## config.mk

```make
export PLATFORM = sky130hd
export DESIGN_NAME = mat_sparvec_mul_sched
export DESIGN_NICKNAME = d
export VERILOG_FILES = /design/src/rtl/mat_sparvec_mul_sched.sv
export SDC_FILE = /design/constraint.sdc
export NUM_CORES = 1
export LEC_CHECK = 0
export ABC_AREA = 1
export ABC_CLOCK_PERIOD_IN_PS = 1200
export CORE_UTILIZATION = 38
export CTS_BUF_LIST = sky130_fd_sc_hd__clkbuf_16
export CTS_CLUSTER_DIAMETER = 40
export DETAILED_ROUTE_END_ITERATION = 8
export HOLD_SLACK_MARGIN = 0.02
export PLACE_DENSITY = 0.77
export REMOVE_ABC_BUFFERS = 1
export SETUP_SLACK_MARGIN = 0.4
export SYNTH_ARGS = -nofsm -noshare
export SYNTH_HDL_FRONTEND = slang
export SYNTH_SLANG_ARGS = --single-unit
export TNS_END_PERCENT = 10
```

## constraint.sdc

```tcl
create_clock -name i_clk -period 1.2 [get_ports i_clk]
set_clock_uncertainty 0.1 [all_clocks]
set_input_delay 0.12 -clock i_clk [delete_from_list [all_inputs] [get_ports i_clk]]
set_output_delay 0.12 -clock i_clk [all_outputs]
set_load 0.01 [all_outputs]
```

## src/rtl/mat_sparvec_mul_sched.sv

```systemverilog
// Round-robin scheduler sharing one mat_sparvec_mul engine among N_REQ requesters:
// grants a job, pulses start, waits for done, then streams the result words back.
module mat_sparvec_mul_sched #(
    parameter int unsigned N_REQ     = 2,
    parameter int unsigned RES_WORDS = 26,
    parameter int unsigned PROC_SIZE = 64
) (
    input  logic                         i_clk,
    input  logic                         i_rst_n,
    input  logic [N_REQ-1:0]             i_req,
    output logic [N_REQ-1:0]             o_grant,
    output logic [$clog2(N_REQ)-1:0]     o_sel,
    output logic                         o_busy,
    output logic                         o_mul_start,
    input  logic                         i_mul_done,
    output logic                         o_res_en,
    output logic [$clog2(RES_WORDS)-1:0] o_res_addr,
    input  logic [PROC_SIZE-1:0]         i_res,
    output logic [PROC_SIZE-1:0]         o_res_data,
    output logic                         o_res_valid,
    output logic                         o_res_last,
    input  logic                         i_res_ready
);

    localparam int unsigned SelW  = $clog2(N_REQ);
    localparam int unsigned AddrW = $clog2(RES_WORDS);

    typedef enum logic [2:0] {
        StIdle,
        StStart,
        StRun,
        StRdAddr,
        StRdWait,
        StRdOut
    } state_e;

    state_e               state_q, state_d;
    logic [SelW-1:0]      ptr_q, ptr_d;
    logic [AddrW-1:0]     cnt_q, cnt_d;
    logic [N_REQ-1:0]     grant_q, grant_d;
    logic [SelW-1:0]      sel_q, sel_d;
    logic                 busy_q, busy_d;
    logic                 start_q, start_d;
    logic                 res_en_q, res_en_d;
    logic [PROC_SIZE-1:0] data_q, data_d;
    logic                 valid_q, valid_d;
    logic                 last_q, last_d;

    logic                 found;
    logic [SelW-1:0]      win;
    logic [SelW-1:0]      cand;

    function automatic logic [SelW-1:0] wrap_inc(logic [SelW-1:0] idx);
        return (int'(idx) == int'(N_REQ) - 1) ? '0 : idx + 1'b1;
    endfunction

    // Round-robin search starting at ptr_q.
    always_comb begin
        found = 1'b0;
        win   = '0;
        cand  = ptr_q;
        for (int i = 0; i < int'(N_REQ); i++) begin
            if (!found && i_req[cand]) begin
                found = 1'b1;
                win   = cand;
            end
            cand = wrap_inc(cand);
        end
    end

    always_comb begin
        state_d  = state_q;
        ptr_d    = ptr_q;
        cnt_d    = cnt_q;
        grant_d  = grant_q;
        sel_d    = sel_q;
        busy_d   = busy_q;
        start_d  = 1'b0;
        res_en_d = 1'b0;
        data_d   = data_q;
        valid_d  = valid_q;
        last_d   = last_q;

        case (state_q)
            StIdle: begin
                if (found) begin
                    state_d = StStart;
                    grant_d = {{(N_REQ-1){1'b0}}, 1'b1} << win;
                    sel_d   = win;
                    busy_d  = 1'b1;
                    start_d = 1'b1;
                end
            end
            StStart: state_d = StRun;
            StRun: begin
                if (i_mul_done) begin
                    state_d  = StRdAddr;
                    cnt_d    = '0;
                    res_en_d = 1'b1;
                end
            end
            StRdAddr: state_d = StRdWait;
            StRdWait: begin
                state_d = StRdOut;
                data_d  = i_res;
                valid_d = 1'b1;
                last_d  = (int'(cnt_q) == int'(RES_WORDS) - 1);
            end
            StRdOut: begin
                if (i_res_ready) begin
                    valid_d = 1'b0;
                    last_d  = 1'b0;
                    if (last_q) begin
                        state_d = StIdle;
                        grant_d = '0;
                        sel_d   = '0;
                        busy_d  = 1'b0;
                        cnt_d   = '0;
                        ptr_d   = wrap_inc(sel_q);
                    end else begin
                        state_d  = StRdAddr;
                        cnt_d    = cnt_q + 1'b1;
                        res_en_d = 1'b1;
                    end
                end
            end
            default: state_d = StIdle;
        endcase
    end

    always_ff @(posedge i_clk or negedge i_rst_n) begin
        if (!i_rst_n) begin
            state_q  <= StIdle;
            ptr_q    <= '0;
            cnt_q    <= '0;
            grant_q  <= '0;
            sel_q    <= '0;
            busy_q   <= 1'b0;
            start_q  <= 1'b0;
            res_en_q <= 1'b0;
            data_q   <= '0;
            valid_q  <= 1'b0;
            last_q   <= 1'b0;
        end else begin
            state_q  <= state_d;
            ptr_q    <= ptr_d;
            cnt_q    <= cnt_d;
            grant_q  <= grant_d;
            sel_q    <= sel_d;
            busy_q   <= busy_d;
            start_q  <= start_d;
            res_en_q <= res_en_d;
            data_q   <= data_d;
            valid_q  <= valid_d;
            last_q   <= last_d;
        end
    end

    // The word counter doubles as the read address; it is only meaningful while o_res_en is high.
    assign o_grant     = grant_q;
    assign o_sel       = sel_q;
    assign o_busy      = busy_q;
    assign o_mul_start = start_q;
    assign o_res_en    = res_en_q;
    assign o_res_addr  = cnt_q;
    assign o_res_data  = data_q;
    assign o_res_valid = valid_q;
    assign o_res_last  = last_q;

endmodule
```

### After elaboration in Yosys (flattened, before gate mapping)

Index checks and enable logic that the tools add are counted.

* shifts and indexed selects: 1
* $lt $le $gt $ge: 2
* add/subtract/negate cells: 3
* reduce and logical (&&, ||, !) cells: 11
* equal/unequal tests: 10
* mux-type cells: 38

Operator list (number)
* 2-to-1 mux 1 bit: 20
* one-hot mux 3 bit (6 select lines): 1
* 2-to-1 mux 5 bit: 3
* one-hot mux 1 bit (2 select lines): 5
* one-hot mux 5 bit (2 select lines): 1
* 2-to-1 mux 3 bit: 3
* AND reduction 3 bit: 3
* 2-to-1 mux 2 bit: 4
* inequality test 2 bit, second input constant: 4
* == test 3 x 2 -> 1 bit, second input constant: 2
* == test 3 bit, second input constant: 2
* nonzero test 2 bit: 3
* adder 5 x 1 -> 5 bit, second input constant: 1
* == test 5 x 4 -> 1 bit, second input constant: 1
* < comparator 1 x 2 -> 1 bit, second input constant: 2
* one-hot mux 2 bit (2 select lines): 1
* AND reduction 4 bit: 1
* == test 3 x 1 -> 1 bit, second input constant: 1
* zero test 3 bit: 1
* adder 1 bit, second input constant: 2
* AND reduction 2 bit: 1
* left shift 1 x 1 -> 2 bit, first input constant: 1
* logical AND 1 bit: 1
* zero test 1 bit: 1

* output and inout port bits: 77
* register bits after elaboration: 81
* logic and storage cells: 76

### Longest topological paths before layout

Gate-level depths: netlist of the first run.

* depth in word-level cells: 9
* gate-level depth with buffers: 8
* depth with buffers taken out: 8

### Worst setup path after synthesis of the first run

No wires, ideal clock.

* path type: reg-to-reg
* start: register cnt_q[0] (netlist: o_res_addr[0])
* end: register cnt_q[2] (netlist: o_res_addr[2])
* stages on the path, launching flop included: 7
* data required time: 0.983 ns
* slack: -0.170 ns
* arrival time: 1.154 ns
* path buffers: 0
* cells stage by stage: dfrtp_1 > ha_1 > or2_2 > nand3_1 > nor2_1 > nand2_1 > nand2_1

* word-level cells in the longest chain between the ends: 4

RTL lines
* start: declaration: line 39 `logic [AddrW-1:0] cnt_q, cnt_d;`
* start signal: assignment: line 147 `cnt_q <= cnt_d;`
* adder 5 x 1 -> 5 bit: line 122 `cnt_d = cnt_q + 1'b1;`
* 2-to-1 mux 5 bit: line 113 `if (last_q) begin`
* 2-to-1 mux 5 bit: line 110 `if (i_res_ready) begin`
* one-hot mux 5 bit (2 select lines): line 84 `case (state_q)`

No other way between the ends. The select of a mux whose other input is x is not followed.
A chain may end at the register's enable or synchronous reset.

### Final worst setup path of the first run

* start: register state_q[1]
* end: register data_q[3] (netlist: o_res_data[3])

* word-level cells in the longest chain between the ends: 1

RTL lines
* start: declaration: line 37 `state_e state_q, state_d;`
* start signal: assignment: line 133 `state_q <= StIdle;`
* start signal: assignment: line 145 `state_q <= state_d;`
* == test 3 bit: line 84
* end signal: assignment: line 153 `data_q <= data_d;`
* end: declaration: line 45 `logic [PROC_SIZE-1:0] data_q, data_d;`

No other way between the ends.

==> results of run 1 <==
## through the flow
stage               cells  setup TNS (ns)  setup slack (ns)   util  hold slack (ns)
finish                673          -12.40            -0.191  0.632           -0.297
global route          673          -19.94            -0.298  0.632           -0.250
CTS                   673          -10.62            -0.166  0.625           -0.267
detailed placement    645          -14.75            -0.224  0.605           0.0799
global placement      645          -11.94            -0.168  0.605           0.0760
floorplan             367          -72.92             -1.09      -           -0.276
## kinds of logic after synthesis
family | after synthesis | synth area share
buf+inv | 34 | 0.0571
simple gates | 260 | 0.314
fa+ha+maj | 2 | 0.00761
flops | 80 | 0.609
compound gates | 7 | 0.0126
## layer usage
| metal | wire length [um] | vias to the layer above | global-route usage |
|---|---|---|---|
| met1 | 3540 | 1428 | 0.248 |
| met2 | 4460 | 94 | 0.350 |
| met5 | 0 | - | 0 |
| met3 | 475 | 14 | 0.0467 |
| li1 | - | 1521 | - |
| met4 | 157 | 0 | 0.0884 |
## power by group
part / leakage [uW] / total (uW) / internal, uW / switching [uW]
Combinational: 0.00166 / 5730 / 2700 / 3030
Sequential: 0.000987 / 4720 / 3980 / 742
Clock: 0.000150 / 2830 / 1800 / 1030
## synthesized netlist by cell type (2+ instances only)
| library cell | instances | area [um2] |
|---|---|---|
| inv_1 | 13 | 48.8 |
| buf_2 | 6 | 30.0 |
| nor2_1 | 12 | 45.0 |
| inv_2 | 5 | 18.8 |
| nor2_4 | 2 | 22.5 |
| ha_1 | 2 | 25.0 |
| nand4_1 | 4 | 25.0 |
| buf_6 | 5 | 56.3 |
| dfrtp_1 | 80 | 2000 |
| buf_4 | 4 | 30.0 |
| nand2_1 | 227 | 852 |
| nand3_1 | 10 | 50.1 |
| a21oi_1 | 2 | 10.0 |
## sequential cells by signal, indices dropped and copies added (netlist names)
| register | count |
|---|---|
| o_res_data | 64 |
| o_res_addr | 5 |
| state_q | 3 |
| o_grant | 2 |
| o_busy | 1 |
| o_mul_start | 1 |
| o_res_en | 1 |
| o_res_last | 1 |
| o_res_valid | 1 |
| ptr_q | 1 |
## critical path: cells and delay by family (launching register included)
| kind | cells | cell delay (ns) |
|---|---|---|
| AND/OR/NAND/NOR | 4 | 0.42 |
| buffers and inverters | 3 | 0.33 |
| flip-flops | 1 | 0.41 |
## what timing repair did
item                                    in CTS  in global routing
resized for setup                          332                 17
pin swaps                                   10                  6
hold endpoints to repair                    80                 80
endpoints found under the setup margin     157                157
buffers inserted                            10                  0
gates cloned                                 2                  0
## cell type report
| type | count | area (um2) | area share |
|---|---|---|---|
| timing repair buffer | 185 | 1570 | 0.298 |
| sequential | 80 | 2000 | 0.382 |
| tap | 105 | 131 | 0.0251 |
| clock inverter | 7 | 87.6 | 0.0167 |
| inverter | 18 | 67.6 | 0.0129 |
| clock buffer | 9 | 225 | 0.0429 |
| multi-input combinational | 269 | 1160 | 0.222 |
## final timing paths
| path | slack, ns | start | depth (start not counted) | end |
|---|---|---|---|---|
| worst max-delay path | -0.19 | state_q[1] | 7 | o_res_data[3] |
| worst min register to register | 0.36 | o_res_data[11] | 2 | o_res_data[11] |
| worst max register to register | -0.19 | state_q[1] | 7 | o_res_data[3] |
| min in group i_clk | 0.23 | i_res[12] | 3 | o_res_data[12] |
| max in group asynchronous | 0.94 | i_rst_n | 2 | o_res_data[59] |
| worst min-delay path | -0.30 | i_rst_n | 2 | o_res_data[46] |
==> reports/qor.csv, run 1 <==
stage,metric,value,unit
detailed_routing,drt_wl_total,8640,um
timing,setup_violations,78,
placed_design,finalWeightedCongestion,0.759,
timing,worst_hold_slack,-0.297,ns
setup_path,cpPeakStageDelay,0.41,ns
setup_path,required,1.31,ns
die,die_w,95.0,um
global_route,globalRouteOverflowTotal,0,
global_route,first_global_vias,3072,
global_route,grt_pass1_wl,14200,um
global_route,grt_max_degree,81,
clock_network,cts_buffer_depth,2,
detailed_routing,drt-wirelength-per-cell,12.8,um
detailed_routing,via_count,3057,
die,io_pins,147,
global_route,antenna_found_initial,0,
placed_design,port_buffers,146,
clock_network,clock_sinks,80,
die,die_h,95.0,um
power,power_leakage,0.00280,uW
clock_network,cts_max_level,3,
cells_and_area,layout_common_cells,"nand2_1, dfrtp_1, clkdlybuf4s50_1",
synth,syn_inst,383,
placed_design,place_hpwl,5810,um
setup_path,cpMaxStageDelayCell,dfrtp_1,
synth,synth_edf_count,0,
clock_network,cts_tree,done,
detailed_routing,drtIter0Drc,102,
timing,min_period,1.39,ns
cells_and_area,fillerInstances,709,
synth,synth-seq-cells,80,
synth,avgSynthCellArea,8.58,um2
detailed_routing,drc_errors,0,
timing,clock.fmax,719,MHz
setup_path,criticalPathCategory,register to register,
setup_path,worstPathCellList,nor2_2 > inv_2 > nor2_4 > inv_2 > buf_12 > nand2_1 > nand2_1,
setup_path,crit_arrival,1.50,ns
timing,rsz0062_at_grt,yes,
clock_network,cts_buffers,9,
synth,synth-async-reset-ratio,1.00,
detailed_routing,antenna_left,0,
timing,tightest_slew,0.429,ns
clock_network,cts_root_buffer,clkbuf_16,
synth,ys_seq_area_frac,0.609,
synth,synth_area,0.00329,mm2
timing,hold_violations,80,
job,cap_violations,0,
power,peakVddDrop,0.00104,V
power,power_density,2530,mW/mm2
timing,final.setup.worst_slack,-0.191,ns
cells_and_area,final_common_cell,nand2_1,
worst_hold_path,hp-class,input port to async pin,
outcome,violations,"negative hold slack, negative setup slack",
global_route,track_usage,0.205,
outcome,status,"finished, violations left",
die,die_area,0.00903,mm2
die,row_count,33,
clock_network,clock_latency,0.32,ns
detailed_routing,dr.pass1.iters,4,
cells_and_area,finalNetCount,635,
setup_path,cp-end-kind,register,
die,core_area,0.00830,mm2
cells_and_area,area_delta_synth_final,59.5,%
detailed_routing,routed_via_density,4.54,
clock_network,cts.reportedPaths.clkPinSlew,0.06,ns
synth,yosysUniqueCellTypes,24,
cells_and_area,fin_area,0.00524,mm2
timing,slew_viol_final,0,
cells_and_area,post_route_cells_drive_above_1_share,0.280,
timing,min_period_over_period,1.16,
die,start_util,0.396,
setup_path,path_max_fanout,33,
placed_design,placedInstanceArea,0.00502,mm2
setup_path,start_kind,register,
cells_and_area,antenna_cells,0,
timing,worst_slew_margin_rel,0.714,
power,p_total,13300,uW
synth,yosysWarnings,0,
synth,synth_flop_cell,dfrtp_1,
Note: power is estimated with default switching activity, not from simulation.
==> run 2, diff against run 1 <==
--- a/config.mk
+++ b/config.mk
@@ -6,13 +6,13 @@
 export NUM_CORES = 1
 export LEC_CHECK = 0
 export ABC_AREA = 1
-export ABC_CLOCK_PERIOD_IN_PS = 1200
-export CORE_UTILIZATION = 38
+export ABC_CLOCK_PERIOD_IN_PS = 1400
+export CORE_UTILIZATION = 42
 export CTS_BUF_LIST = sky130_fd_sc_hd__clkbuf_16
 export CTS_CLUSTER_DIAMETER = 40
 export DETAILED_ROUTE_END_ITERATION = 8
 export HOLD_SLACK_MARGIN = 0.02
-export PLACE_DENSITY = 0.77
+export PLACE_DENSITY = 0.81
 export REMOVE_ABC_BUFFERS = 1
 export SETUP_SLACK_MARGIN = 0.4
 export SYNTH_ARGS = -nofsm -noshare
==> constraint.sdc (replaced) <==
create_clock -name i_clk -period 1.4 [get_ports i_clk]
set_clock_uncertainty 0.1 [all_clocks]
set_input_delay 0.14 -clock i_clk [delete_from_list [all_inputs] [get_ports i_clk]]
set_output_delay 0.14 -clock i_clk [all_outputs]
set_load 0.01 [all_outputs]
==> run 2 against run 1 <==
  * The run ends with negative setup slack left
  * Count of clock-buffer cells in the layout unchanged
  * First-iteration DRC count rose by 58%
  * Cell count is 1.3% lower
  * Via count rose by 1.6%
  * Critical endpoint is now o_res_addr[4]
  * Largest power group unchanged
==> reports/qor.csv, run 2 (synthesis results as in run 1) <==
stage,metric,value,unit
clock_network,clock_sinks,80,
timing,setup_violations,14,
global_route,track_usage,0.232,
cells_and_area,area_delta_synth_final,60.9,%
timing,min_period,1.44,ns
placed_design,finalWeightedCongestion,0.810,
detailed_routing,drtIter0Drc,161,
detailed_routing,antenna_left,0,
placed_design,place_hpwl,5980,um
die,start_util,0.444,
cells_and_area,largest_reg_flops,64,
power,p_total,11200,uW
die,row_count,31,
timing,worst_slew_margin_rel,0.764,
global_route,first_global_vias,3145,
timing,rsz0062_at_grt,yes,
global_route,globalRouteOverflowTotal,0,
die,io_pins,147,
setup_path,required,1.51,ns
setup_path,crit_arrival,1.54,ns
placed_design,placedInstanceArea,0.00490,mm2
timing,tns,-0.203,ns
job,cap_violations,0,
setup_path,start_kind,register,
worst_hold_path,hp-class,input port to async pin,
outcome,status,"finished, violations left",
cells_and_area,antenna_cells,0,
timing,clock.fmax,695,MHz
setup_path,criticalPathCategory,register to register,
die,core_area,0.00741,mm2
global_route,grt_max_degree,30,
power,peakVddDrop,0.00116,V
setup_path,path_max_fanout,6,
cells_and_area,layout_common_cells,"nand2_1, dfrtp_1, clkdlybuf4s50_1",
detailed_routing,routed_via_density,4.68,
timing,tightest_slew,0.353,ns
global_route,antenna_found_initial,0,
timing,hold_violations,0,
cells_and_area,finalNetCount,632,
cells_and_area,fillerInstances,569,
clock_network,cts.reportedPaths.clkPinSlew,0.06,ns
clock_network,cts_root_buffer,clkbuf_16,
placed_design,place_ws,-0.0455,ns
clock_network,cts_tree,done,
detailed_routing,drc_errors,0,
die,die_w,90.5,um
timing,final.setup.worst_slack,-0.0381,ns
clock_network,cts_buffers,9,
cells_and_area,final_common_cell,nand2_1,
clock_network,clock_latency,0.32,ns
outcome,violations,negative setup slack,
timing,min_period_over_period,1.03,
setup_path,cp-end-kind,register,
detailed_routing,drt-wirelength-per-cell,14.1,um
timing,slew_viol_final,0,
clock_network,cts_buffer_depth,2,
cells_and_area,fin_area,0.00529,mm2
detailed_routing,drt_wl_total,9390,um
placed_design,port_buffers,146,
global_route,grt_pass1_wl,15000,um
die,die_area,0.00818,mm2
detailed_routing,dr.pass1.iters,4,
clock_network,cts_max_level,3,
power,power_density,2120,mW/mm2
cells_and_area,post_route_cells_drive_above_1_share,0.290,
detailed_routing,via_count,3106,
die,die_h,90.5,um
power,power_leakage,0.00281,uW
## run 2: final cells by class
cell class	instances	area (um2)	area share
Sequential cell	80	2000	0.379
Timing Repair Buffer	182	1610	0.305
Multi-Input combinational cell	269	1200	0.227
Clock buffer	9	225	0.0426
Tap cell	99	124	0.0234
Inverter	18	67.6	0.0128
Clock inverter	7	55.1	0.0104
## run 2: final timing paths
path	from	end	slack, ns	cells past startpoint
hold / removal	i_rst_n	o_res_data[23]	0.17	2
min in group i_clk	i_res[37]	o_res_data[37]	0.25	3
setup reg to reg	state_q[0]	o_res_addr[4]	-0.04	7
hold reg to reg	o_res_data[3]	o_res_data[3]	0.36	2
max in group asynchronous	i_rst_n	o_res_last	0.56	3
setup / recovery	state_q[0]	o_res_addr[4]	-0.04	7
## run 2: repair_timing
item | 4_1_cts | 5_1_grt
setup endpoints to repair | 157 | 157
pin swaps | 26 | 4
resized for setup | 356 | 9
hold endpoints to repair | 80 | 0
hold buffers | 1 | 0
gates cloned | 2 | 1
setup buffers | 16 | 3
## run 2: metrics by stage
stage,util,instances,hold WS (ns)
global placement,0.661,625,-0.0235
floorplan,-,367,-0.256
global route,0.714,664,0.218
CTS,0.703,660,0.187
detailed placement,0.661,625,-0.0232
finish,0.714,664,0.170
## run 2: power by group
| group | switching (uW) | internal (uW) | total, uW | leakage [uW] |
|---|---|---|---|---|
| Combinational | 2620 | 2340 | 4960 | 0.00168 |
| Sequential | 625 | 3410 | 4040 | 0.000983 |
| Clock | 874 | 1350 | 2220 | 0.000147 |
## run 2: metal layers
layer | global-route usage | wire length (um) | vias to the layer above
met2 | 0.407 | 4770 | 127
met4 | 0.0739 | 163 | 0
met3 | 0.0480 | 519 | 18
li1 | - | - | 1515
met5 | 0 | 0 | -
met1 | 0.286 | 3950 | 1446
## run 2: critical path, cell delays in order (launching register included)
cell	delay, ns
dfrtp_1	0.43
buf_4	0.17
nor2_1	0.17
nand2_1	0.10
nand2_2	0.14
inv_2	0.06
nand2_1	0.07
nand2_1	0.07
==> run 3, diff against run 2 <==
--- a/config.mk
+++ b/config.mk
@@ -7,6 +7,7 @@
 export LEC_CHECK = 0
 export ABC_AREA = 1
 export ABC_CLOCK_PERIOD_IN_PS = 1400
+export CORE_MARGIN = 3
 export CORE_UTILIZATION = 42
 export CTS_BUF_LIST = sky130_fd_sc_hd__clkbuf_16
 export CTS_CLUSTER_DIAMETER = 40
==> run 3 against run 2 <==
  * The flow now finishes without violations
  * Register-to-register slack better by 0.05 ns
  * Clock power rose by 9%
  * Sequential share of layout area shrank 0.48 points
  * Fmax is 3.5% higher
  * Final area is 1.6% higher
  * Non-clock buffer count fell by 3
  * Routed wire length rose by 3.9%
  * First-iteration DRC count rose by 2.5%
  * Setup slack better by 0.049 ns
==> reports/qor.csv, run 3 (synthesis results as in run 1) <==
stage,metric,value,unit
clock_network,cts_root_buffer,clkbuf_16,
die,row_count,31,
detailed_routing,drt_wl_total,9770,um
power,power_leakage,0.00283,uW
clock_network,cts_buffers,9,
cells_and_area,area_delta_synth_final,63.5,%
setup_path,criticalPathCategory,register to register,
die,die_area,0.00892,mm2
cells_and_area,finalNetCount,629,
setup_path,start_kind,register,
timing,clock.fmax,720,MHz
global_route,grt_pass1_wl,14100,um
detailed_routing,dr.pass1.iters,4,
outcome,status,"complete, no violations",
timing,min_period_over_period,0.992,
clock_network,clock_latency,0.33,ns
detailed_routing,drtIter0Drc,165,
placed_design,finalWeightedCongestion,0.786,
detailed_routing,routed_via_density,4.77,
global_route,grt_max_degree,81,
clock_network,cts_max_level,3,
cells_and_area,largest_reg_flops,64,
worst_hold_path,holdPathStages,3,
placed_design,port_buffers,146,
cells_and_area,antenna_cells,0,
global_route,globalRouteOverflowTotal,0,
global_route,track_usage,0.202,
die,io_pins,147,
setup_path,crit_arrival,1.50,ns
timing,hold_violations,0,
cells_and_area,final_common_cell,nand2_1,
worst_hold_path,hp-class,input port to register,
detailed_routing,drt-wirelength-per-cell,14.8,um
global_route,antenna_found_initial,0,
timing,tns,0,ns
detailed_routing,antenna_left,0,
setup_path,required,1.51,ns
cells_and_area,fin_area,0.00537,mm2
power,peakVddDrop,0.000899,V
die,core_area,0.00741,mm2
timing,slew_viol_final,0,
clock_network,cts_tree,done,
timing,setup_violations,0,
global_route,first_global_vias,3029,
timing,rsz0062_at_grt,yes,
timing,worst_slew_margin_rel,0.717,
die,die_w,94.5,um
clock_network,clock_sinks,80,
die,die_h,94.5,um
cells_and_area,layout_common_cells,"nand2_1, dfrtp_1, clkdlybuf4s50_1",
placed_design,place_hpwl,6170,um
setup_path,ff2ff_path_depth,6,
timing,min_period,1.39,ns
die,start_util,0.444,
cells_and_area,fillerInstances,532,
detailed_routing,via_count,3150,
placed_design,placedInstanceArea,0.00492,mm2
detailed_routing,drc_errors,0,
setup_path,path_max_fanout,4,
job,cap_violations,0,
cells_and_area,post_route_cells_drive_above_1_share,0.230,
clock_network,cts.reportedPaths.clkPinSlew,0.06,ns
setup_path,cp-end-kind,register,
timing,tightest_slew,0.425,ns
power,power_density,2140,mW/mm2
clock_network,cts_buffer_depth,2,
## run 3: cell types whose count changed in the layout (fill, tap and decap cells not counted), sizes merged
| cell | change |
|---|---|
| clkinv | -1 |
| dlygate4sd2 | +30 |
| bufinv | +1 |
| clkbuf | +1 |
| buf | -34 |
| inv | -1 |
## run 3: worst max-delay path, cell delays in order (launching register included)
cell and delay [ns]:
dfrtp_2 0.45, inv_4 0.11, buf_4 0.11, nand3_1 0.10, nor2_1 0.18, nand3b_1 0.14, nand2_1 0.07
## run 3: cell type report
| cell class | instances | area, um2 | area share |
|---|---|---|---|
| multi-input cells | 269 | 1190 | 0.222 |
| clock buffers | 9 | 225 | 0.0419 |
| clock inverters | 6 | 76.3 | 0.0142 |
| repair buffers | 179 | 1670 | 0.311 |
| flip-flops and latches | 80 | 2010 | 0.374 |
| well taps | 99 | 124 | 0.0231 |
| inverters | 18 | 72.6 | 0.0135 |
## run 3: repair_timing
item | 4_1_cts | 5_1_grt
endpoints found under the hold margin | 80 | 0
setup buffers | 9 | 6
pin swaps | 3 | 7
endpoints found under the setup margin | 157 | 157
hold buffers | 1 | 0
resized for setup | 136 | 143
gates cloned | 0 | 2
## run 3: where the power goes
group	switching, uW	total (uW)	internal [uW]
clock	876	2410	1530
combinational	2610	5000	2390
sequential	685	4110	3420
## run 3: through the flow
stage	instances	utilization	total power, uW	hold slack [ns]	setup WS, ns
6_report	660	0.725	11500	0.245	0.0110
5_1_grt	660	0.725	12300	0.257	-0.0508
4_1_cts	652	0.705	11000	0.243	0.0356
3_5_place_dp	627	0.665	9190	0.102	-0.00797
3_3_place_gp	627	0.665	9020	0.0939	0.0451
2_1_floorplan	367	-	6050	-0.256	-0.893
## run 3: layer usage
| metal | vias to the layer above | share of wire | track usage |
|---|---|---|---|
| li1 | 1505 | - | - |
| met1 | 1482 | 0.39 | 0.243 |
| met2 | 138 | 0.51 | 0.346 |
| met3 | 25 | 0.081 | 0.0542 |
| met4 | 0 | 0.023 | 0.0793 |
| met5 | - | 0 | 0 |
## run 3: final timing paths
| path | endpoint | slack, ns | start |
|---|---|---|---|
| worst max-delay path | state_q[0] | 0.01 | state_q[2] |
| worst min-delay path | o_res_data[47] | 0.25 | i_res[47] |
| worst max register to register | state_q[0] | 0.01 | state_q[2] |
| worst min register to register | o_res_data[6] | 0.36 | o_res_data[6] |
| max in group asynchronous | state_q[1] | 0.56 | i_rst_n |
| min in group asynchronous | o_busy | 0.26 | i_rst_n |
